$ cat src/rtl/hazard_stall_controller_if.sv
// Pipeline hazard bus: decoded per-stage control bits in, stage write/flush enables out.
interface hazard_stall_controller_if #(
   parameter int unsigned CNT_W = 8
);
   logic [4:0]       id_rs;
   logic [4:0]       id_rt;
   logic             id_uses_rt;
   logic             id_jump;
   logic             ex_mem_read;
   logic [4:0]       ex_rt;
   logic             ex_branch_taken;
   logic             mem_access;
   logic             mem_ready;
   logic             pc_write;
   logic             ifid_write;
   logic             ifid_flush;
   logic             idex_hold;
   logic             idex_bubble;
   logic             exmem_hold;
   logic             memwb_bubble;
   logic             mem_timeout;
   logic [CNT_W-1:0] stall_count;

   modport master (
      output id_rs, id_rt, id_uses_rt, id_jump, ex_mem_read, ex_rt,
             ex_branch_taken, mem_access, mem_ready,
      input  pc_write, ifid_write, ifid_flush, idex_hold, idex_bubble,
             exmem_hold, memwb_bubble, mem_timeout, stall_count
   );

   modport slave (
      input  id_rs, id_rt, id_uses_rt, id_jump, ex_mem_read, ex_rt,
             ex_branch_taken, mem_access, mem_ready,
      output pc_write, ifid_write, ifid_flush, idex_hold, idex_bubble,
             exmem_hold, memwb_bubble, mem_timeout, stall_count
   );
endinterface

$ cat src/rtl/hazard_stall_controller.sv
// 5-stage MIPS sequencing: load-use stalls, branch/jump squashes, data-memory
// wait freezes with a sticky timeout. Stage controls are Mealy; flag and counter are registered.
module hazard_stall_controller #(
   parameter int unsigned MEM_WAIT_MAX = 15,
   parameter int unsigned CNT_W        = 8
) (
   input logic                      clk,
   input logic                      rst_n,
   hazard_stall_controller_if.slave bus
);
   localparam logic [7:0]       WAIT_MAX = 8'(MEM_WAIT_MAX);
   localparam logic [CNT_W-1:0] CNT_SAT  = '1;

   typedef enum logic [1:0] {RUN, MEM_WAIT, TIMEOUT} state_t;

   state_t           state, next_state;
   logic [7:0]       wait_cnt, wait_nxt;
   logic [CNT_W-1:0] stall_count;
   logic             mem_timeout;

   logic load_use, freeze_req, freeze;
   logic pc_write, ifid_write, ifid_flush, idex_hold, idex_bubble, exmem_hold, memwb_bubble;

   assign freeze_req = bus.mem_access && !bus.mem_ready;
   assign load_use   = bus.ex_mem_read && (bus.ex_rt != 5'd0) &&
                       ((bus.ex_rt == bus.id_rs) || (bus.id_uses_rt && (bus.ex_rt == bus.id_rt)));

   // Next state and wait counter
   always_comb begin
      next_state = state;
      wait_nxt   = wait_cnt;
      freeze     = 1'b0;
      case (state)
         RUN: begin
            if (freeze_req) begin
               freeze     = 1'b1;
               next_state = MEM_WAIT;
               wait_nxt   = 8'd1;
            end
         end
         MEM_WAIT: begin
            if (freeze_req) begin
               freeze = 1'b1;
               if (wait_cnt == WAIT_MAX) next_state = TIMEOUT;
               else                      wait_nxt   = wait_cnt + 8'd1;
            end else begin
               next_state = RUN;
               wait_nxt   = 8'd0;
            end
         end
         TIMEOUT: freeze = 1'b1;
         default: begin
            next_state = RUN;
            wait_nxt   = 8'd0;
         end
      endcase
   end

   // Stage enables; freeze outranks branch, branch outranks jump, jump masks load-use
   always_comb begin
      pc_write     = 1'b1;
      ifid_write   = 1'b1;
      ifid_flush   = 1'b0;
      idex_hold    = 1'b0;
      idex_bubble  = 1'b0;
      exmem_hold   = 1'b0;
      memwb_bubble = 1'b0;
      if (!rst_n) begin
         pc_write     = 1'b0;
         ifid_write   = 1'b0;
         ifid_flush   = 1'b1;
         idex_bubble  = 1'b1;
         memwb_bubble = 1'b1;
      end else if (freeze) begin
         pc_write     = 1'b0;
         ifid_write   = 1'b0;
         idex_hold    = 1'b1;
         exmem_hold   = 1'b1;
         memwb_bubble = 1'b1;
      end else if (bus.ex_branch_taken) begin
         ifid_flush  = 1'b1;
         idex_bubble = 1'b1;
      end else if (bus.id_jump) begin
         ifid_flush = 1'b1;
      end else if (load_use) begin
         pc_write    = 1'b0;
         ifid_write  = 1'b0;
         idex_bubble = 1'b1;
      end
   end

   always_ff @(posedge clk) begin
      if (!rst_n) begin
         state       <= RUN;
         wait_cnt    <= 8'd0;
         stall_count <= '0;
         mem_timeout <= 1'b0;
      end else begin
         state    <= next_state;
         wait_cnt <= wait_nxt;
         if (next_state == TIMEOUT) mem_timeout <= 1'b1;
         if (!pc_write && (stall_count != CNT_SAT)) stall_count <= stall_count + CNT_W'(1);
      end
   end

   assign bus.pc_write     = pc_write;
   assign bus.ifid_write   = ifid_write;
   assign bus.ifid_flush   = ifid_flush;
   assign bus.idex_hold    = idex_hold;
   assign bus.idex_bubble  = idex_bubble;
   assign bus.exmem_hold   = exmem_hold;
   assign bus.memwb_bubble = memwb_bubble;
   assign bus.mem_timeout  = mem_timeout;
   assign bus.stall_count  = stall_count;
endmodule

$ cat src/flat_wrapper.sv
// flat-port wrapper written by rule: the top's interface ports become plain ports
module hazard_stall_controller_flat 
#(
   parameter int unsigned MEM_WAIT_MAX = 15,
   parameter int unsigned CNT_W        = 8
)
  (clk, rst_n, bus_id_rs, bus_id_rt, bus_id_uses_rt, bus_id_jump, bus_ex_mem_read, bus_ex_rt, bus_ex_branch_taken, bus_mem_access, bus_mem_ready, bus_pc_write, bus_ifid_write, bus_ifid_flush, bus_idex_hold, bus_idex_bubble, bus_exmem_hold, bus_memwb_bubble, bus_mem_timeout, bus_stall_count);
  hazard_stall_controller_if #(.CNT_W(CNT_W)) bus_i ();
  input logic clk;
  input logic rst_n;
  input wire logic [$bits(bus_i.id_rs)-1:0] bus_id_rs;
  input wire logic [$bits(bus_i.id_rt)-1:0] bus_id_rt;
  input wire logic [$bits(bus_i.id_uses_rt)-1:0] bus_id_uses_rt;
  input wire logic [$bits(bus_i.id_jump)-1:0] bus_id_jump;
  input wire logic [$bits(bus_i.ex_mem_read)-1:0] bus_ex_mem_read;
  input wire logic [$bits(bus_i.ex_rt)-1:0] bus_ex_rt;
  input wire logic [$bits(bus_i.ex_branch_taken)-1:0] bus_ex_branch_taken;
  input wire logic [$bits(bus_i.mem_access)-1:0] bus_mem_access;
  input wire logic [$bits(bus_i.mem_ready)-1:0] bus_mem_ready;
  output wire logic [$bits(bus_i.pc_write)-1:0] bus_pc_write;
  output wire logic [$bits(bus_i.ifid_write)-1:0] bus_ifid_write;
  output wire logic [$bits(bus_i.ifid_flush)-1:0] bus_ifid_flush;
  output wire logic [$bits(bus_i.idex_hold)-1:0] bus_idex_hold;
  output wire logic [$bits(bus_i.idex_bubble)-1:0] bus_idex_bubble;
  output wire logic [$bits(bus_i.exmem_hold)-1:0] bus_exmem_hold;
  output wire logic [$bits(bus_i.memwb_bubble)-1:0] bus_memwb_bubble;
  output wire logic [$bits(bus_i.mem_timeout)-1:0] bus_mem_timeout;
  output wire logic [$bits(bus_i.stall_count)-1:0] bus_stall_count;
  assign bus_i.id_rs = bus_id_rs;
  assign bus_i.id_rt = bus_id_rt;
  assign bus_i.id_uses_rt = bus_id_uses_rt;
  assign bus_i.id_jump = bus_id_jump;
  assign bus_i.ex_mem_read = bus_ex_mem_read;
  assign bus_i.ex_rt = bus_ex_rt;
  assign bus_i.ex_branch_taken = bus_ex_branch_taken;
  assign bus_i.mem_access = bus_mem_access;
  assign bus_i.mem_ready = bus_mem_ready;
  assign bus_pc_write = bus_i.pc_write;
  assign bus_ifid_write = bus_i.ifid_write;
  assign bus_ifid_flush = bus_i.ifid_flush;
  assign bus_idex_hold = bus_i.idex_hold;
  assign bus_idex_bubble = bus_i.idex_bubble;
  assign bus_exmem_hold = bus_i.exmem_hold;
  assign bus_memwb_bubble = bus_i.memwb_bubble;
  assign bus_mem_timeout = bus_i.mem_timeout;
  assign bus_stall_count = bus_i.stall_count;
  hazard_stall_controller #(.MEM_WAIT_MAX(MEM_WAIT_MAX), .CNT_W(CNT_W)) u_core (.clk(clk), .rst_n(rst_n), .bus(bus_i));
endmodule
$ cat config.mk
export PLATFORM = sky130hd
export DESIGN_NAME = hazard_stall_controller_flat
export DESIGN_NICKNAME = d
export VERILOG_FILES = /design/src/rtl/hazard_stall_controller_if.sv /design/src/rtl/hazard_stall_controller.sv /design/src/flat_wrapper.sv
export SDC_FILE = /design/constraint.sdc
export NUM_CORES = 1
export LEC_CHECK = 0
export CAP_MARGIN = 30
export CORE_MARGIN = 2
export CORE_UTILIZATION = 38
export CTS_CLUSTER_DIAMETER = 100
export CTS_CLUSTER_SIZE = 28
export DETAILED_ROUTE_END_ITERATION = 10
export HOLD_SLACK_MARGIN = 0.02
export PLACE_DENSITY = 0.73
export SLEW_MARGIN = 20
export SYNTH_ARGS = -nofsm -noshare
export SYNTH_HDL_FRONTEND = slang
export SYNTH_SLANG_ARGS = --single-unit
$ cat constraint.sdc
create_clock -name clk -period 2.4 [get_ports clk]
set_clock_uncertainty 0.2 [all_clocks]
set_input_delay 0.24 -clock clk [delete_from_list [all_inputs] [get_ports clk]]
set_output_delay 0.24 -clock clk [all_outputs]
set_load 0.02 [all_outputs]
==> results.md <==
- Outcome: completed
- Maximum vdd drop: between 0.2 and 0.25 mV
- Initial DRT Pass Iterations: 4
- Crit start category: input pin
- Die Ht: 62.4 um
- Syn_area_per_cell: roughly 7.9 um^2
- Cell mode on critical path: clkdlybuf4s50_1
- Layout cell share with drive strength beyond 1: 15.7%
- Static leakage: 0.686 nW
- Hold WC Path Type: reg2reg
- Most common cell in the synthesized netlist: nand2_1
- Final setup margin: 0.125 ns
- Fin crit share: 94.8%
- Die W: 62.4 um
- Top cell type by total area after synthesis: dfxtp_1
- Reg clk slew, reported paths: 0.11 ns
- Drt wl/cell: about 11 um
- Worst setup startpoint: bus_mem_ready
- Highest-delay cell along the critical path: clkdlybuf4s50_1
- Total CTS buffers: 3
- Worst EP required: 1.96 ns
- Multi-input logic area: 867 um^2
- DRC violation count after routing: 0
- Fillers: 336
- Share of flip-flops with an asynchronous set or reset: 0%
- Max Slew Vio Count: 0
- Initial antenna violation count: 0
- Post-synth EDFFs: 0
- Synth area leaders: dfxtp_1 29%, xnor2_1 9.5%, nand2_1 6.1%
- Worst Path Max Fanout: 5
- FF-to-FF path depth: 6
- Yosys reg bits: 19
- Core Area: ~3300 um^2
- Primary FF master, synth: dfxtp_1
- CTS H-tree lvls: 1
- Vias in the first global route: 1257
- Area grow syn2layout: 42.4%
- WHS: 0.304 ns
- Worst-skew pair later-pin latency: 0.29 ns
- Cells after synthesis: 163
- DR iter-0 viols: just over 70
- Minimum clock period: about 2.3 ns
- Bufs on Longest Clock Path: 2
- Post-route design area: 1840 um^2
- NumNets Final: 242
- Crit Path Class: in2out
- Critical R2R Launch: u_core.bus.stall_count[3]
- Post-Route WL: 2970 um
- Synth cell count leaders: 21 x nand2_1, 19 x dfxtp_1, 15 x nor2_1
- FP Rows: 21
- Hold path depth: 1
- Finish-stage setup viols: 0
- Worst EP arrival: 1.83 ns
- YS warnings: 0
- Dpl ws: -0.287 ns
- Pin count of the biggest net entering global routing: 20
- Antenna Nets Post-Route: 0
- Max Clk Rate: 0.440 GHz
- Critical Path End Type: output pin
- Congestion Overflow GR: 0
- CTS tree: done
- Tot GR Track Use: 16.2%
- Via density: 5.04
- Final Hold Vio Count: 0
- Via Count: between 1000 and 1500
- Max-cap violation count: 0
- Syn Nets: about 190
- Post-synthesis cell area: 1290 um^2
- Die ar.: 3890 um^2
- CTS Root Cell: clkbuf_4
- # diodes: 0
- Relative slew slack: 68.8%
- Initial Util: 39.1%
- First-pass GRT wire length: 5260 um
- Clk sinks: 19
- Seq/Total Area, Yosys: 29.4%
- Power Density: 364 nW/um^2
- Unique cell type count in the Yosys netlist: 42
- Slew of the pin with the lowest slew margin: 0.463 ns
- Sequence of cells on the critical path: clkdlybuf4s50_1, nor3b_2, nor2_2, nand2_1, buf_4, clkdlybuf4s50_1
- # IOs: 39
- GP Congestion: ~0.86
- Placed inst area: approximately 1800 um^2
- Reg area: between 300 and 400 um^2
- HP Start: u_core.bus.mem_timeout
- Share of the synthesized area in the top cell type: ~29%
- Slowest stage delay, CP: 0.59 ns
- Dpl hpwl: 2290 um
- # port buffers: 38
- Util after Layout: 55.7%
- RSZ-0062 raised after global routing: false
## per-layer routing
metal	routed length (um)	global-route usage (%)	vias up
met3	118	3.42	2
met2	1450	29.5	23
met1	1400	19.7	594
met5	0	0	-
li1	-	-	701
met4	10	3.33	0
## cell usage in the layout (no fill, tap or decap), types with 2 or more instances in the layout
master and count:
o21ai_0 6, ha_1 2, a22oi_1 2, buf_4 17, nand3_1 10, o21bai_1 3, clkbuf_4 3, a21o_1 3
a21oi_2 2, nand2_1 21, clkdlybuf4s50_1 35, a21oi_1 6, nor2_1 14, dfxtp_1 19, and4_1 3, clkbuf_2 3
inv_1 5, nand4_1 6, nor3b_1 3, and3_1 2, a211o_1 4, xnor2_1 14, nor2b_1 2, nor3_1 5
nor4_1 3, or4_4 2, mux2i_1 3
## final timing paths
| kind | endpoint | slack [ns] |
|---|---|---|
| min | u_core.bus.mem_timeout | 0.30 |
| max reg2reg | u_core.bus.stall_count[2] | 0.43 |
| min reg2reg | u_core.bus.mem_timeout | 0.30 |
| max | bus_memwb_bubble | 0.13 |
## sequential cells by signal, summed over array words and instances (netlist names)
register and count:
u_core.wait_cnt 8, u_core.bus.stall_count 8, u_core.state 2, u_core.bus.mem_timeout 1
## cell type report
type                            instances  area share (%)
Inverter                                5            1.02
Multi-Input combinational cell        133            47.0
Clock inverter                          1           0.271
Timing Repair Buffer                   55            26.7
Sequential cell                        19            20.6
Clock buffer                            3            1.22
Tap cell                               46            3.12
## where the power goes
group	internal [mW]	leakage, nW	switching, mW	total [mW]
clock	0.0620	0.0177	0.101	0.163
sequential	0.322	0.154	0.00795	0.330
combinational	0.0959	0.514	0.0816	0.177
## timing repair
item                       4_1_cts  5_1_grt
setup endpoints to repair        3        5
setup buffers                    0        2
hold buffers                     0        0
resized for setup                3        8
## stage by stage
stage	TNS [ns]	std cells	total power, mW
detailed placement	-0.792	256	0.515
floorplan	0	163	0.420
global route	0	262	0.713
finish	0	262	0.671
global placement	-0.761	256	0.515
CTS	0	260	0.677
## worst max-delay path, delay by kind of cell
kind / cells / cell delay, ns
buffers and inverters: 3 / 1.15
and+or+nand+nor: 3 / 0.45
## kinds of logic after synthesis
logic type | Yosys count | share of synthesized area, %
AND/OR/NAND/NOR | 80 | 34.1
AO/OA/AOI/OAI | 34 | 18.9
flip-flops | 19 | 29.4
XOR/XNOR | 14 | 9.47
buffers and inverters | 11 | 3.86
multiplexers | 3 | 2.32
adder cells (fa/ha/maj) | 2 | 1.93
No activity file was read; power rests on OpenSTA's default activity.
